File: config.mk
export PLATFORM = sky130hd
export DESIGN_NAME = lz77_enc_arbiter_flat
export DESIGN_NICKNAME = d
export VERILOG_FILES = /design/src/rtl/lz77_pkg.sv /design/src/rtl/lz77_enc_arbiter_if.sv /design/src/rtl/lz77_cw_fifo.sv /design/src/rtl/lz77_enc_arbiter.sv /design/src/flat_wrapper.sv
export SDC_FILE = /design/constraint.sdc
export NUM_CORES = 1
export LEC_CHECK = 0
export CAP_MARGIN = 30
export CORE_AREA = 5 5 128 130
export DETAILED_ROUTE_END_ITERATION = 10
export DIE_AREA = 0 0 133 135
export HOLD_SLACK_MARGIN = 0.15
export PLACE_DENSITY = 0.54
export SYNTH_ARGS = -nofsm -noshare
export SYNTH_HDL_FRONTEND = slang
export SYNTH_SLANG_ARGS = --single-unit
File: constraint.sdc
create_clock -name clk -period 3.4 [get_ports clk]
set_input_delay 0.34 -clock clk [delete_from_list [all_inputs] [get_ports clk]]
set_output_delay 0.34 -clock clk [all_outputs]
set_load 0.005 [all_outputs]
File: src/rtl/lz77_pkg.sv
// Shared types and constants for the LZ77 encoder arbiter slice.
// Contents: FSM state enum, codeword payload struct, terminator char, field widths.
package lz77_pkg;

    localparam int unsigned OFF_W  = 4;
    localparam int unsigned LEN_W  = 3;
    localparam int unsigned CHAR_W = 8;

    localparam logic [CHAR_W-1:0] LZ77_TERM_CHAR = 8'h24;

    typedef enum logic [2:0] {
        ST_IDLE  = 3'd0,
        ST_ERST  = 3'd1,
        ST_FEED  = 3'd2,
        ST_TERM  = 3'd3,
        ST_DRAIN = 3'd4,
        ST_DONE  = 3'd5
    } lz77_state_e;

    // Output FIFO entry, MSB first: {src, last, offset, match_len, char_nxt}
    typedef struct packed {
        logic              src;
        logic              last;
        logic [OFF_W-1:0]  offset;
        logic [LEN_W-1:0]  match_len;
        logic [CHAR_W-1:0] char_nxt;
    } lz77_cw_t;

    localparam int unsigned CW_W = 2 + OFF_W + LEN_W + CHAR_W;

endpackage

File: src/rtl/lz77_enc_arbiter_if.sv
// Bundle of the arbiter's source, encoder and codeword-sink signals.
// master: the arbiter (drives src_ready, enc_reset, enc_chardata, cw_valid,
//         cw_data, busy, err_gap, err_ovf).
// slave:  the surrounding environment (loaders, encoder, sink).
interface lz77_enc_arbiter_if;
    import lz77_pkg::*;

    logic [1:0]        src_valid;
    logic [CHAR_W-1:0] src_data0;
    logic [CHAR_W-1:0] src_data1;
    logic [1:0]        src_ready;

    logic              enc_reset;
    logic [CHAR_W-1:0] enc_chardata;
    logic              enc_valid;
    logic              enc_encode;
    logic              enc_finish;
    logic [OFF_W-1:0]  enc_offset;
    logic [LEN_W-1:0]  enc_match_len;
    logic [CHAR_W-1:0] enc_char_nxt;

    logic              cw_valid;
    logic              cw_ready;
    logic [CW_W-1:0]   cw_data;

    logic              busy;
    logic              err_gap;
    logic              err_ovf;

    modport master (
        input  src_valid, src_data0, src_data1,
        output src_ready,
        output enc_reset, enc_chardata,
        input  enc_valid, enc_encode, enc_finish, enc_offset, enc_match_len, enc_char_nxt,
        output cw_valid, cw_data,
        input  cw_ready,
        output busy, err_gap, err_ovf
    );

    modport slave (
        output src_valid, src_data0, src_data1,
        input  src_ready,
        input  enc_reset, enc_chardata,
        output enc_valid, enc_encode, enc_finish, enc_offset, enc_match_len, enc_char_nxt,
        input  cw_valid, cw_data,
        output cw_ready,
        input  busy, err_gap, err_ovf
    );

endinterface

File: src/rtl/lz77_cw_fifo.sv
// Synchronous codeword FIFO with full/empty flags and simultaneous push/pop.
// Ports: clk, reset (sync, active-high), i_push/i_data, i_pop,
//        o_data (zero while empty), o_full, o_empty.
// A push while full is accepted only if a pop happens in the same cycle.
module lz77_cw_fifo
    import lz77_pkg::*;
#(
    parameter int unsigned DEPTH = 4
) (
    input  logic     clk,
    input  logic     reset,
    input  logic     i_push,
    input  lz77_cw_t i_data,
    input  logic     i_pop,
    output lz77_cw_t o_data,
    output logic     o_full,
    output logic     o_empty
);

    localparam int unsigned PTR_W = $clog2(DEPTH);
    localparam int unsigned CNT_W = PTR_W + 1;

    lz77_cw_t         r_mem [DEPTH];
    logic [PTR_W-1:0] r_wr;
    logic [PTR_W-1:0] r_rd;
    logic [CNT_W-1:0] r_count;

    logic w_do_push;
    logic w_do_pop;

    assign o_full    = (r_count == CNT_W'(DEPTH));
    assign o_empty   = (r_count == '0);
    assign w_do_pop  = i_pop && !o_empty;
    assign w_do_push = i_push && (!o_full || w_do_pop);
    assign o_data    = o_empty ? '0 : r_mem[r_rd];

    // Pointer and occupancy tracking; pointers wrap naturally (DEPTH is 2^n)
    always_ff @(posedge clk) begin
        if (reset) begin
            r_wr    <= '0;
            r_rd    <= '0;
            r_count <= '0;
        end else begin
            if (w_do_push) r_wr <= r_wr + PTR_W'(1);
            if (w_do_pop)  r_rd <= r_rd + PTR_W'(1);
            if (w_do_push && !w_do_pop)      r_count <= r_count + CNT_W'(1);
            else if (w_do_pop && !w_do_push) r_count <= r_count - CNT_W'(1);
        end
    end

    // Storage
    always_ff @(posedge clk) begin
        if (w_do_push) r_mem[r_wr] <= i_data;
    end

endmodule

File: src/rtl/lz77_enc_arbiter.sv
// Round-robin scheduler sharing one LZ77 encoder between two image sources.
// Streams IMG_LEN characters of the granted source, appends '$', resets the
// encoder between images and collects codewords into a source-tagged FIFO.
// Ports: clk, reset (sync, active-high), bus (lz77_enc_arbiter_if.master):
//   src_valid/src_data0/src_data1/src_ready, enc_reset/enc_chardata,
//   enc_valid/enc_encode/enc_finish/enc_offset/enc_match_len/enc_char_nxt,
//   cw_valid/cw_ready/cw_data, busy, err_gap, err_ovf.
// Optional: LZ77_ENC_ARB_WDOG_EN adds a DRAIN watchdog (WDOG_CYCLES).
module lz77_enc_arbiter
    import lz77_pkg::*;
#(
    parameter int unsigned IMG_LEN     = 2048,
    parameter int unsigned FIFO_DEPTH  = 4
`ifdef LZ77_ENC_ARB_WDOG_EN
    ,
    parameter int unsigned WDOG_CYCLES = 8192
`endif
) (
    input  logic                   clk,
    input  logic                   reset,
    lz77_enc_arbiter_if.master     bus
);

    localparam int unsigned CNT_W = 11;

    lz77_state_e       r_state, w_state_nxt;
    logic              r_grant, w_grant_nxt;
    logic              r_rr_ptr, w_rr_ptr_nxt;
    logic              r_erst_cnt, w_erst_cnt_nxt;
    logic [CNT_W-1:0]  r_cnt, w_cnt_nxt;
    logic [1:0]        r_src_ready, w_src_ready_nxt;
    logic              r_enc_reset, w_enc_reset_nxt;
    logic              r_busy, w_busy_nxt;
    logic              r_err_gap, w_err_gap_nxt;
    logic              r_err_ovf, w_err_ovf_nxt;

    logic              w_gap;
    logic              w_cw_fire;
    logic              w_src_valid_g;
    logic [CHAR_W-1:0] w_src_data_g;
    logic [CHAR_W-1:0] w_chardata;
    logic              w_push;
    lz77_cw_t          w_push_data;
    logic              w_pop;
    logic              w_full;
    logic              w_empty;
    lz77_cw_t          w_fifo_out;

`ifdef LZ77_ENC_ARB_WDOG_EN
    localparam int unsigned WDOG_W = 14;
    logic [WDOG_W-1:0] r_wdog, w_wdog_nxt;
`endif

    assign w_src_valid_g = bus.src_valid[r_grant];
    assign w_src_data_g  = r_grant ? bus.src_data1 : bus.src_data0;
    assign w_cw_fire     = bus.enc_valid && bus.enc_encode;
    assign w_pop         = !w_empty && bus.cw_ready;

    // Next-state and output logic
    always_comb begin
        w_state_nxt    = r_state;
        w_grant_nxt    = r_grant;
        w_rr_ptr_nxt   = r_rr_ptr;
        w_erst_cnt_nxt = r_erst_cnt;
        w_cnt_nxt      = r_cnt;
        w_err_gap_nxt  = r_err_gap;
        w_gap          = 1'b0;
        w_push         = 1'b0;
        w_push_data    = '0;
        w_chardata     = '0;
`ifdef LZ77_ENC_ARB_WDOG_EN
        w_wdog_nxt     = r_wdog;
`endif

        case (r_state)
            ST_IDLE: begin
                if (bus.src_valid != 2'b00) begin
                    // r_rr_ptr names the source that wins a tie
                    if (bus.src_valid == 2'b11) w_grant_nxt = r_rr_ptr;
                    else                        w_grant_nxt = bus.src_valid[1];
                    w_erst_cnt_nxt = 1'b0;
                    w_state_nxt    = ST_ERST;
                end
            end
            ST_ERST: begin
                if (r_erst_cnt) begin
                    w_cnt_nxt   = '0;
                    w_state_nxt = ST_FEED;
                end else begin
                    w_erst_cnt_nxt = 1'b1;
                end
            end
            ST_FEED: begin
                // Combinational pass-through: the encoder sees the character in
                // the same cycle the source sees src_ready.
                w_chardata = w_src_data_g;
                if (!w_src_valid_g) begin
                    // Encoder cannot stall: abandon the image
                    w_gap         = 1'b1;
                    w_err_gap_nxt = 1'b1;
                    w_state_nxt   = ST_DONE;
                end else if (r_cnt == CNT_W'(IMG_LEN - 1)) begin
                    w_cnt_nxt   = '0;
                    w_state_nxt = ST_TERM;
                end else begin
                    w_cnt_nxt = r_cnt + CNT_W'(1);
                end
            end
            ST_TERM: begin
                w_chardata  = LZ77_TERM_CHAR;
                w_state_nxt = ST_DRAIN;
`ifdef LZ77_ENC_ARB_WDOG_EN
                w_wdog_nxt  = '0;
`endif
            end
            ST_DRAIN: begin
                w_chardata = LZ77_TERM_CHAR;
                if (w_cw_fire) begin
                    w_push                = 1'b1;
                    w_push_data.src       = r_grant;
                    w_push_data.last      = bus.enc_finish;
                    w_push_data.offset    = bus.enc_offset;
                    w_push_data.match_len = bus.enc_match_len;
                    w_push_data.char_nxt  = bus.enc_char_nxt;
                    if (bus.enc_finish) w_state_nxt = ST_DONE;
                end
`ifdef LZ77_ENC_ARB_WDOG_EN
                w_wdog_nxt = r_wdog + WDOG_W'(1);
                // Encoder never finished: close the image with an empty last entry
                if (!(w_cw_fire && bus.enc_finish) && (r_wdog == WDOG_W'(WDOG_CYCLES - 1))) begin
                    w_push           = 1'b1;
                    w_push_data      = '0;
                    w_push_data.src  = r_grant;
                    w_push_data.last = 1'b1;
                    w_err_gap_nxt    = 1'b1;
                    w_state_nxt      = ST_DONE;
                end
`endif
            end
            ST_DONE: begin
                // Equals a toggle after a tie; also hands priority away after an
                // uncontested grant.
                w_rr_ptr_nxt = ~r_grant;
                w_state_nxt  = ST_IDLE;
            end
            default: begin
                w_state_nxt = ST_IDLE;
            end
        endcase

        w_busy_nxt      = (w_state_nxt != ST_IDLE);
        w_enc_reset_nxt = (w_state_nxt == ST_IDLE) || (w_state_nxt == ST_ERST) || w_gap;
        w_src_ready_nxt = (w_state_nxt == ST_FEED) ? (r_grant ? 2'b10 : 2'b01) : 2'b00;
        w_err_ovf_nxt   = r_err_ovf || (w_push && w_full && !w_pop);
    end

    // State and registered outputs
    always_ff @(posedge clk) begin
        if (reset) begin
            r_state     <= ST_IDLE;
            r_grant     <= 1'b0;
            r_rr_ptr    <= 1'b0;
            r_erst_cnt  <= 1'b0;
            r_cnt       <= '0;
            r_src_ready <= 2'b00;
            r_enc_reset <= 1'b1;
            r_busy      <= 1'b0;
            r_err_gap   <= 1'b0;
            r_err_ovf   <= 1'b0;
        end else begin
            r_state     <= w_state_nxt;
            r_grant     <= w_grant_nxt;
            r_rr_ptr    <= w_rr_ptr_nxt;
            r_erst_cnt  <= w_erst_cnt_nxt;
            r_cnt       <= w_cnt_nxt;
            r_src_ready <= w_src_ready_nxt;
            r_enc_reset <= w_enc_reset_nxt;
            r_busy      <= w_busy_nxt;
            r_err_gap   <= w_err_gap_nxt;
            r_err_ovf   <= w_err_ovf_nxt;
        end
    end

`ifdef LZ77_ENC_ARB_WDOG_EN
    // DRAIN watchdog counter
    always_ff @(posedge clk) begin
        if (reset) r_wdog <= '0;
        else       r_wdog <= w_wdog_nxt;
    end
`endif

    lz77_cw_fifo #(
        .DEPTH (FIFO_DEPTH)
    ) u_fifo (
        .clk     (clk),
        .reset   (reset),
        .i_push  (w_push),
        .i_data  (w_push_data),
        .i_pop   (w_pop),
        .o_data  (w_fifo_out),
        .o_full  (w_full),
        .o_empty (w_empty)
    );

    assign bus.src_ready    = r_src_ready;
    assign bus.enc_reset    = r_enc_reset;
    assign bus.enc_chardata = w_chardata;
    assign bus.cw_valid     = !w_empty;
    assign bus.cw_data      = w_fifo_out;
    assign bus.busy         = r_busy;
    assign bus.err_gap      = r_err_gap;
    assign bus.err_ovf      = r_err_ovf;

endmodule

File: src/flat_wrapper.sv
// flat-port wrapper written by rule: the top's interface ports become plain ports
module lz77_enc_arbiter_flat import lz77_pkg::*;
#(
    parameter int unsigned IMG_LEN     = 2048,
    parameter int unsigned FIFO_DEPTH  = 4

)
  (clk, reset, bus_src_valid, bus_src_data0, bus_src_data1, bus_src_ready, bus_enc_reset, bus_enc_chardata, bus_enc_valid, bus_enc_encode, bus_enc_finish, bus_enc_offset, bus_enc_match_len, bus_enc_char_nxt, bus_cw_valid, bus_cw_data, bus_cw_ready, bus_busy, bus_err_gap, bus_err_ovf);
  lz77_enc_arbiter_if bus_i ();
  input  logic clk;
  input  logic reset;
  input wire logic [$bits(bus_i.src_valid)-1:0] bus_src_valid;
  input wire logic [$bits(bus_i.src_data0)-1:0] bus_src_data0;
  input wire logic [$bits(bus_i.src_data1)-1:0] bus_src_data1;
  output wire logic [$bits(bus_i.src_ready)-1:0] bus_src_ready;
  output wire logic [$bits(bus_i.enc_reset)-1:0] bus_enc_reset;
  output wire logic [$bits(bus_i.enc_chardata)-1:0] bus_enc_chardata;
  input wire logic [$bits(bus_i.enc_valid)-1:0] bus_enc_valid;
  input wire logic [$bits(bus_i.enc_encode)-1:0] bus_enc_encode;
  input wire logic [$bits(bus_i.enc_finish)-1:0] bus_enc_finish;
  input wire logic [$bits(bus_i.enc_offset)-1:0] bus_enc_offset;
  input wire logic [$bits(bus_i.enc_match_len)-1:0] bus_enc_match_len;
  input wire logic [$bits(bus_i.enc_char_nxt)-1:0] bus_enc_char_nxt;
  output wire logic [$bits(bus_i.cw_valid)-1:0] bus_cw_valid;
  output wire logic [$bits(bus_i.cw_data)-1:0] bus_cw_data;
  input wire logic [$bits(bus_i.cw_ready)-1:0] bus_cw_ready;
  output wire logic [$bits(bus_i.busy)-1:0] bus_busy;
  output wire logic [$bits(bus_i.err_gap)-1:0] bus_err_gap;
  output wire logic [$bits(bus_i.err_ovf)-1:0] bus_err_ovf;
  assign bus_i.src_valid = bus_src_valid;
  assign bus_i.src_data0 = bus_src_data0;
  assign bus_i.src_data1 = bus_src_data1;
  assign bus_src_ready = bus_i.src_ready;
  assign bus_enc_reset = bus_i.enc_reset;
  assign bus_enc_chardata = bus_i.enc_chardata;
  assign bus_i.enc_valid = bus_enc_valid;
  assign bus_i.enc_encode = bus_enc_encode;
  assign bus_i.enc_finish = bus_enc_finish;
  assign bus_i.enc_offset = bus_enc_offset;
  assign bus_i.enc_match_len = bus_enc_match_len;
  assign bus_i.enc_char_nxt = bus_enc_char_nxt;
  assign bus_cw_valid = bus_i.cw_valid;
  assign bus_cw_data = bus_i.cw_data;
  assign bus_i.cw_ready = bus_cw_ready;
  assign bus_busy = bus_i.busy;
  assign bus_err_gap = bus_i.err_gap;
  assign bus_err_ovf = bus_i.err_ovf;
  lz77_enc_arbiter #(.IMG_LEN(IMG_LEN), .FIFO_DEPTH(FIFO_DEPTH)) u_core (.clk(clk), .reset(reset), .bus(bus_i));
endmodule
==> impl_results.md, run 1 <==
* Status: complete, no violations
* Vias per inst at 4.82
* Power Total at about 0.0033 W
* Period utilization at around three quarters
* Pins over their slew limit at 0
* Initial antenna violation count at 0
* Sink Count at 100
* Starting Density at 29.5%
* Largest net degree at the start of global routing at 21
* Setup TNS at 0 ps
* Clock Skew at 4.09 ps
* Setup-failing EPs final at 0
* Rows at 45
* Final Cell Area at 5630 µm²
* Hold depth at 2
* Register Area at 2680 µm²
* Synth Area in XOR/XNOR at 0.989%
* Worst vdd ir at between 0.2 and 0.25 mV
* DRC at 0
* Synthesized-area fraction occupied by and/or/nand/nor cells at 16.1%
* Total track usage at 10.9%
* Grt total ovfl at 0
* Crit start category: flip-flop
* Final nets at around 450
* Final GP Congestion at 0.705
* Worst-path clk slew at 70 ps
* Min Clock Period, post-route at 2600 ps
* Syn nets at 378
* Global-route wire length before repair at 15400 µm
* Cells after Synth at approximately 330
* Multiplexer area fraction after synthesis at 11.2%
* # hold bufs at CTS at 0
* Final Hold Vio Count at 0
* PwrDens at 584 nW/µm²
* WS Path Type: flip-flop to primary output
* Num CTS Buffers at 9
* Number of global-route vias before repair at 2956
* Slew HR at 39.6%
* Post-synthesis async set-or-reset flop share at 0%
* IO Port Bufs at 70
* CP endpoint kind: primary output
* ANT cells at 0
* Req. time, crit path at 3060 ps
* Post-synthesis register bit count at 100
* Post-synth top area share at 46.1%
* Max Cap Viol at 0
* Detailed Place HPWL at between 6000 and 7000 µm
* Routed Antenna Nets at 0
* Worst hold-check path type: flip-flop to flip-flop
* Post_cts resized at 0
* Post-synth EDFFs at 68
* Die Width at between 100 and 150 µm
* Main combinational cell family by area after synthesis: simple AND/OR/NAND/NOR gates
* Fmax at between 300 and 400 MHz
* Iter 0 DRT Violations at 165
* Clk_lat worst skew at ~340 ps
* LEAKAGE at approximately 1.9 nW
* RSZ-0062 raised after global routing: no
* Multi-input gate area at 1640 µm²
* Yosys cell types at 53
* Reg2reg path depth at 9
* Die area at 18000 µm²
* Share of cells above drive strength 1 at between 10% and 20%
* Most used DFF post-synth: edfxtp_1
* Seq/Total Area, Yosys at 60.6%
* Detailed Route WL at about 9500 µm
* # IOs at 71
* Slew @ Worst Pin at 907 ps
* Synth area leaders: edfxtp_1 (46%), dfxtp_1 (14%), mux4_2 (8.6%), and2_1 (5.4%), mux2i_1 (2.3%)
* YS warnings at 0
* First-pass iteration count of the detailed router at 4
* Post-synthesis adder-cell area fraction at 2.15%
* CTS H-tree lvls at 3
* Data arrival, critical path at 2260 ps
* Layout overhead on the synthesized area at 27.2%
* Post-DP Area at 5330 µm²
* Post-synth top area cell: edfxtp_1
* Longest Clk Path Bufs at 2
* FILL cells at 1450
* Placeable Area at 15000 µm²
* CTS tree: done
* Routed WL per cell at 16.0 µm
* Die Ht at ~140 µm
* Total number of vias at approximately 2900
* Postcts setup bufs at 0
* Synthesized cell area at 4430 µm²
* Compound-Gate Fraction of Synth Area at 6.64%
* CTS Root Cell: clkbuf_16
* Mean post-synth cell area at 13.3 µm²
* Critical path fanouts, max at 14
[kinds of logic (layout without fill, tap and decap cells)]
kind of cell | Yosys count | in the layout
XOR/XNOR | 5 | 5
multiplexers | 28 | 28
flip-flops | 100 | 100
AO/OA/AOI/OAI | 45 | 45
AND/OR/NAND/NOR | 124 | 124
buffers and inverters | 23 | 97
adder cells (fa/ha/maj) | 7 | 7
[state kept, by name (all words and copies together) (netlist names), named ones only]
signal	count
u_core.u_fifo.r_mem	68
u_core.r_cnt	11
u_core.r_state	3
u_core.u_fifo.r_count	3
u_core.bus.src_ready	2
u_core.u_fifo.r_rd	2
u_core.u_fifo.r_wr	2
u_core.bus.busy	1
u_core.bus.enc_reset	1
u_core.bus.err_gap	1
u_core.bus.err_ovf	1
u_core.r_erst_cnt	1
u_core.r_grant	1
u_core.r_rr_ptr	1
[critical path, cell delays in order, from the launching register on]
cell and delay (ps):
dfxtp_1 590, or3b_1 620, nor2_1 190, clkdlybuf4s50_1 520
[cell usage in the layout (no fill, tap or decap), types with 3 or more instances in the layout]
cell type and n:
clkdlybuf4s50_1 70, edfxtp_1 68, and2_1 38, dfxtp_1 32, nor2_1 24, mux4_2 17, a21oi_1 17, nand2_1 12
nand3_1 10, mux2i_1 10, clkbuf_16 9, o21ai_0 7, buf_4 7, nor3_1 6, ha_1 6, nor4_1 5
inv_1 4, nand2b_1 4, xor2_1 4, or3_1 3, nand4_1 3, o21a_1 3, nand3b_1 3
[synthesized netlist by cell type (all sizes together) (4+ instances only)]
library cell,instances
edfxtp,68
o21ai,7
inv,4
buf,8
nand3,11
nor3,7
mux2i,10
and2,38
nor2,25
clkbuf,11
nand2b,4
dfxtp,32
ha,6
xor2,4
mux4,17
nor4,6
nand2,12
a21oi,17
[through the flow]
stage | setup WS [ps] | std cells | hold slack [ps] | utilization (%)
6_report | 802 | 594 | 477 | 37.5
5_1_grt | 656 | 594 | 530 | 37.5
4_1_cts | 764 | 594 | 493 | 37.5
3_5_place_dp | 730 | 578 | 467 | 35.5
3_3_place_gp | 786 | 578 | 457 | 35.5
2_1_floorplan | 1050 | 332 | 455 | -
[final timing paths]
path,slack (ps),to,start
worst max-delay path,800,bus_enc_chardata[1],u_core.r_state[1]
worst max register to register,940,u_core.u_fifo.r_count[2],u_core.r_state[2]
worst min-delay path,480,u_core.bus.err_gap,u_core.bus.err_gap
worst min register to register,480,u_core.bus.err_gap,u_core.bus.err_gap
[where the power goes]
part | internal [W] | leakage, nW | switching (W)
clock network | 0.000583 | 0.147 | 0.000457
logic | 0.000562 | 0.802 | 0.000337
registers | 0.00131 | 0.943 | 0.0000356
total | 0.00246 | 1.89 | 0.000830
[area by class of cell]
type	count	share of cell area (%)
Sequential cell	100	47.6
Multi-Input combinational cell	209	29.2
Timing Repair Buffer	77	13.4
Tap cell	188	4.18
Clock buffer	11	4.13
Clock inverter	5	1.20
Inverter	4	0.267
[per-layer routing]
layer | routed length (µm) | track usage (%)
met3 | 749 | 4.62
met5 | 0 | 0
met2 | 4510 | 17.8
met1 | 4140 | 13.3
met4 | 102 | 2.94
No activity file was read; power rests on OpenSTA's default activity.
==> inputs of run 2 (changes only) <==
--- a/config.mk
+++ b/config.mk
@@ -10,7 +10,7 @@
 export DETAILED_ROUTE_END_ITERATION = 10
 export DIE_AREA = 0 0 133 135
 export HOLD_SLACK_MARGIN = 0.15
-export PLACE_DENSITY = 0.54
+export PLACE_DENSITY = 0.56
 export SYNTH_ARGS = -nofsm -noshare
 export SYNTH_HDL_FRONTEND = slang
 export SYNTH_SLANG_ARGS = --single-unit
==> constraint.sdc (replaced) <==
create_clock -name clk -period 2.15 [get_ports clk]
set_input_delay 0.215 -clock clk [delete_from_list [all_inputs] [get_ports clk]]
set_output_delay 0.215 -clock clk [all_outputs]
set_load 0.005 [all_outputs]
==> impl_results.md, run 2 (synthesis gave the netlist of run 1 again) <==
* Critical-path top delay cell: or3_1 (was or3b_1)
* Grt total ovfl at 0 (unchanged)
* Starting Density at 29.5% (unchanged)
* CP Cell Sequence: buf_6, or3_4, nand2_4, ha_4, inv_2, fa_2, xor2_1, or3_1, a21oi_2 (was or3b_1, nor2_1, clkdlybuf4s50_1)
* Gate power share at 27.5% (was 27.3%)
* Routed WL per cell at 15.8 µm (was 16.0 µm)
* IO Port Bufs at 70 (unchanged)
* Clk_lat worst skew at 340 ps (about the same)
* Period utilization at 100%
* Max Cap Viol at 0 (unchanged)
* Longest Clk Path Bufs at 2 (unchanged)
* Share of cells above drive strength 1 at 21.3% (was 11.6%)
* Total track usage at 11.1% (was 10.9%)
* Slew HR at 57.2% (was 39.6%)
* Worst-path clk slew at 70 ps (about the same)
* CTS tree: done (unchanged)
* Highest cell delay on the worst timing path at 380 ps (was 620 ps)
* Post-DP Area at 5600 µm² (was 5330 µm²)
* Final Cell Area at 6030 µm² (was 5630 µm²)
* Number of global-route vias before repair at 3060 (was 2956)
* Most common cell after layout, fill and taps aside: edfxtp_1 (was clkdlybuf4s50_1)
* Sink Count at 100 (unchanged)
* Crit start category: flip-flop (unchanged)
* Min Hold Slack at 308 ps (was 477 ps)
* Util after Layout at 40.1% (was 37.5%)
* # hold bufs at CTS at 0 (unchanged)
* CTS H-tree lvls at 3 (unchanged)
* Sw Ratio at 25.3% (was 25.2%)
* Register Area at 2700 µm² (was 2680 µm²)
* Routed Antenna Nets at 0 (unchanged)
* Fmax at roughly 470 MHz
* Switch Pwr at 0.00130 W (was 0.000830 W)
* Final WS setup at -0.496 ps (was 802 ps)
* Largest regs: u_core.u_fifo.r_mem x68, u_core.r_cnt x11 (unchanged)
* Final Hold Vio Count at 0 (unchanged)
* First-pass iteration count of the detailed router at 4 (unchanged)
* Vias per inst at 4.81 (was 4.82)
* ANT cells at 0 (unchanged)
* Die area at 18000 µm² (unchanged)
* Req. time, crit path at 2400 ps (was 3060 ps)
* Total number of vias at 3003 (was 2861)
* LEAKAGE at 2.22 nW (was 1.89 nW)
* CTS Root Cell: clkbuf_16 (unchanged)
* Multi-input gate area at 1720 µm² (was 1640 µm²)
* Clock Skew at 10.4 ps (was 4.09 ps)
* Slew @ Worst Pin at 639 ps (was 907 ps)
* Initial antenna violation count at 0 (unchanged)
* Top delay family on crit path: simple AND/OR/NAND/NOR gates (unchanged)
* Min Clock Period, post-route at 2150 ps
* Setup-failing EPs final at 1 (was 0)
* Top reg by flops: u_core.u_fifo.r_mem (unchanged)
* Largest register FFs at 68 (unchanged)
* PwrDens at 853 nW/µm² (was 584 nW/µm²)
* Num CTS Buffers at 9 (unchanged)
* Rows at 45 (unchanged)
* Final GP Congestion at 0.734 (was 0.705)
* Placeable Area at 15000 µm² (unchanged)
* Die Width at 133 µm (unchanged)
* Detailed Route WL at 9860 µm (was 9500 µm)
* Worst hold-check path type: input pin to flip-flop (was flip-flop to flip-flop)
* Status: finished with violations (was complete, no violations)
* Clk pwr share at 30.7% (was 31.6%)
* Final nets at 479 (was 447)
* CP endpoint kind: flip-flop (was primary output)
* FILL cells at 1410 (was 1450)
* # IOs at 71 (unchanged)
* Layout overhead on the synthesized area at 36.2% (was 27.2%)
* Die Ht at 135 µm (unchanged)
* Iter 0 DRT Violations at 120 (was 165)
* RSZ-0062 raised after global routing: yes (was no)
* Data arrival, critical path at 2400 ps (was 2260 ps)
* CP Buf/Inv Count at 2 (was 1)
* Pins over their slew limit at 0 (unchanged)
* Critical path fanouts, max at 3 (was 14)
* Failing checks: negative setup slack
* Global-route wire length before repair at 15800 µm (was 15400 µm)
* Pint at 0.00384 W (was 0.00246 W)
* Most frequent cells in the layout: edfxtp_1 (68), clkdlybuf4s50_1 (44), and2_1 (38) (was clkdlybuf4s50_1 (70), edfxtp_1 (68), and2_1 (38))
* Reg power frac at 41.8% (was 41.0%)
* WS Path Type: flip-flop to flip-flop (was flip-flop to primary output)
* Worst vdd ir at 0.383 mV (was 0.233 mV)
* Largest net degree at the start of global routing at 20 (was 21)
* DRC at 0 (unchanged)
* Detailed Place HPWL at 6770 µm (was 6370 µm)
run 2: layer usage:
metal	vias up	wire length (µm)	global-route usage, %
met1	1458	4310	13.6
met2	90	4850	18.8
li1	1446	-	-
met4	0	98	2.71
met3	9	595	3.84
met5	-	0	0
run 2: layout make-up:
type	count	area share, %
clock buffers	9	3.73
well taps	188	3.90
multi-input cells	209	28.5
inverters	4	0.249
flip-flops and latches	100	44.7
clock inverters	5	1.04
repair buffers	109	17.9
run 2: worst reg2reg max path: cells and delay by family, from the launching register on:
family	cells	cell delay [ps]
simple gates	3	840
fa+ha+maj	2	460
flops	1	330
buf+inv	2	150
xor+xnor	1	150
compound gates	1	140
run 2: per-stage QoR:
stage               power (W)  instances  setup WS, ps  setup TNS [ps]
floorplan             0.00282        332         -35.3           -35.3
global placement      0.00366        602          -225            -225
detailed placement    0.00368        602          -313            -313
CTS                   0.00510        620          3.05               0
global route          0.00543        624         -77.7           -77.7
finish                0.00514        624        -0.496          -0.496
run 2: power by group through the flow:
stage	sequential [W]	combinational, W	clock [W]
after floorplan	0.00215	0.000666	0
after global placement	0.00217	0.00149	0
after detailed placement	0.00217	0.00151	0
after CTS	0.00214	0.00135	0.00162
after global routing	0.00216	0.00156	0.00171
final	0.00215	0.00142	0.00158
run 2: what timing repair did:
| item | in CTS | in global routing |
|---|---|---|
| gates cloned | 0 | 1 |
| endpoints found under the setup margin | 26 | 4 |
| pin swaps | 2 | 8 |
| setup buffers | 4 | 4 |
| gates resized for setup | 34 | 14 |
run 2: worst paths after layout:
path,start,endpoint,slack [ps],cells past startpoint
worst max-delay path,u_core.u_fifo.r_count[2],u_core.u_fifo.r_count[2],-0.5,9
worst max register to register,u_core.u_fifo.r_count[2],u_core.u_fifo.r_count[2],-0.5,9
worst min register to register,u_core.bus.err_ovf,u_core.bus.err_ovf,480,2
worst min-delay path,bus_cw_ready,u_core.bus.err_ovf,310,4
==> inputs of run 3 (changes only) <==
--- a/config.mk
+++ b/config.mk
@@ -11,6 +11,7 @@
 export DIE_AREA = 0 0 133 135
 export HOLD_SLACK_MARGIN = 0.15
 export PLACE_DENSITY = 0.56
+export SLEW_MARGIN = 20
 export SYNTH_ARGS = -nofsm -noshare
 export SYNTH_HDL_FRONTEND = slang
 export SYNTH_SLANG_ARGS = --single-unit
==> results of run 3 <==
No change in the layout: final DEF, timing and power equal those of run 2.
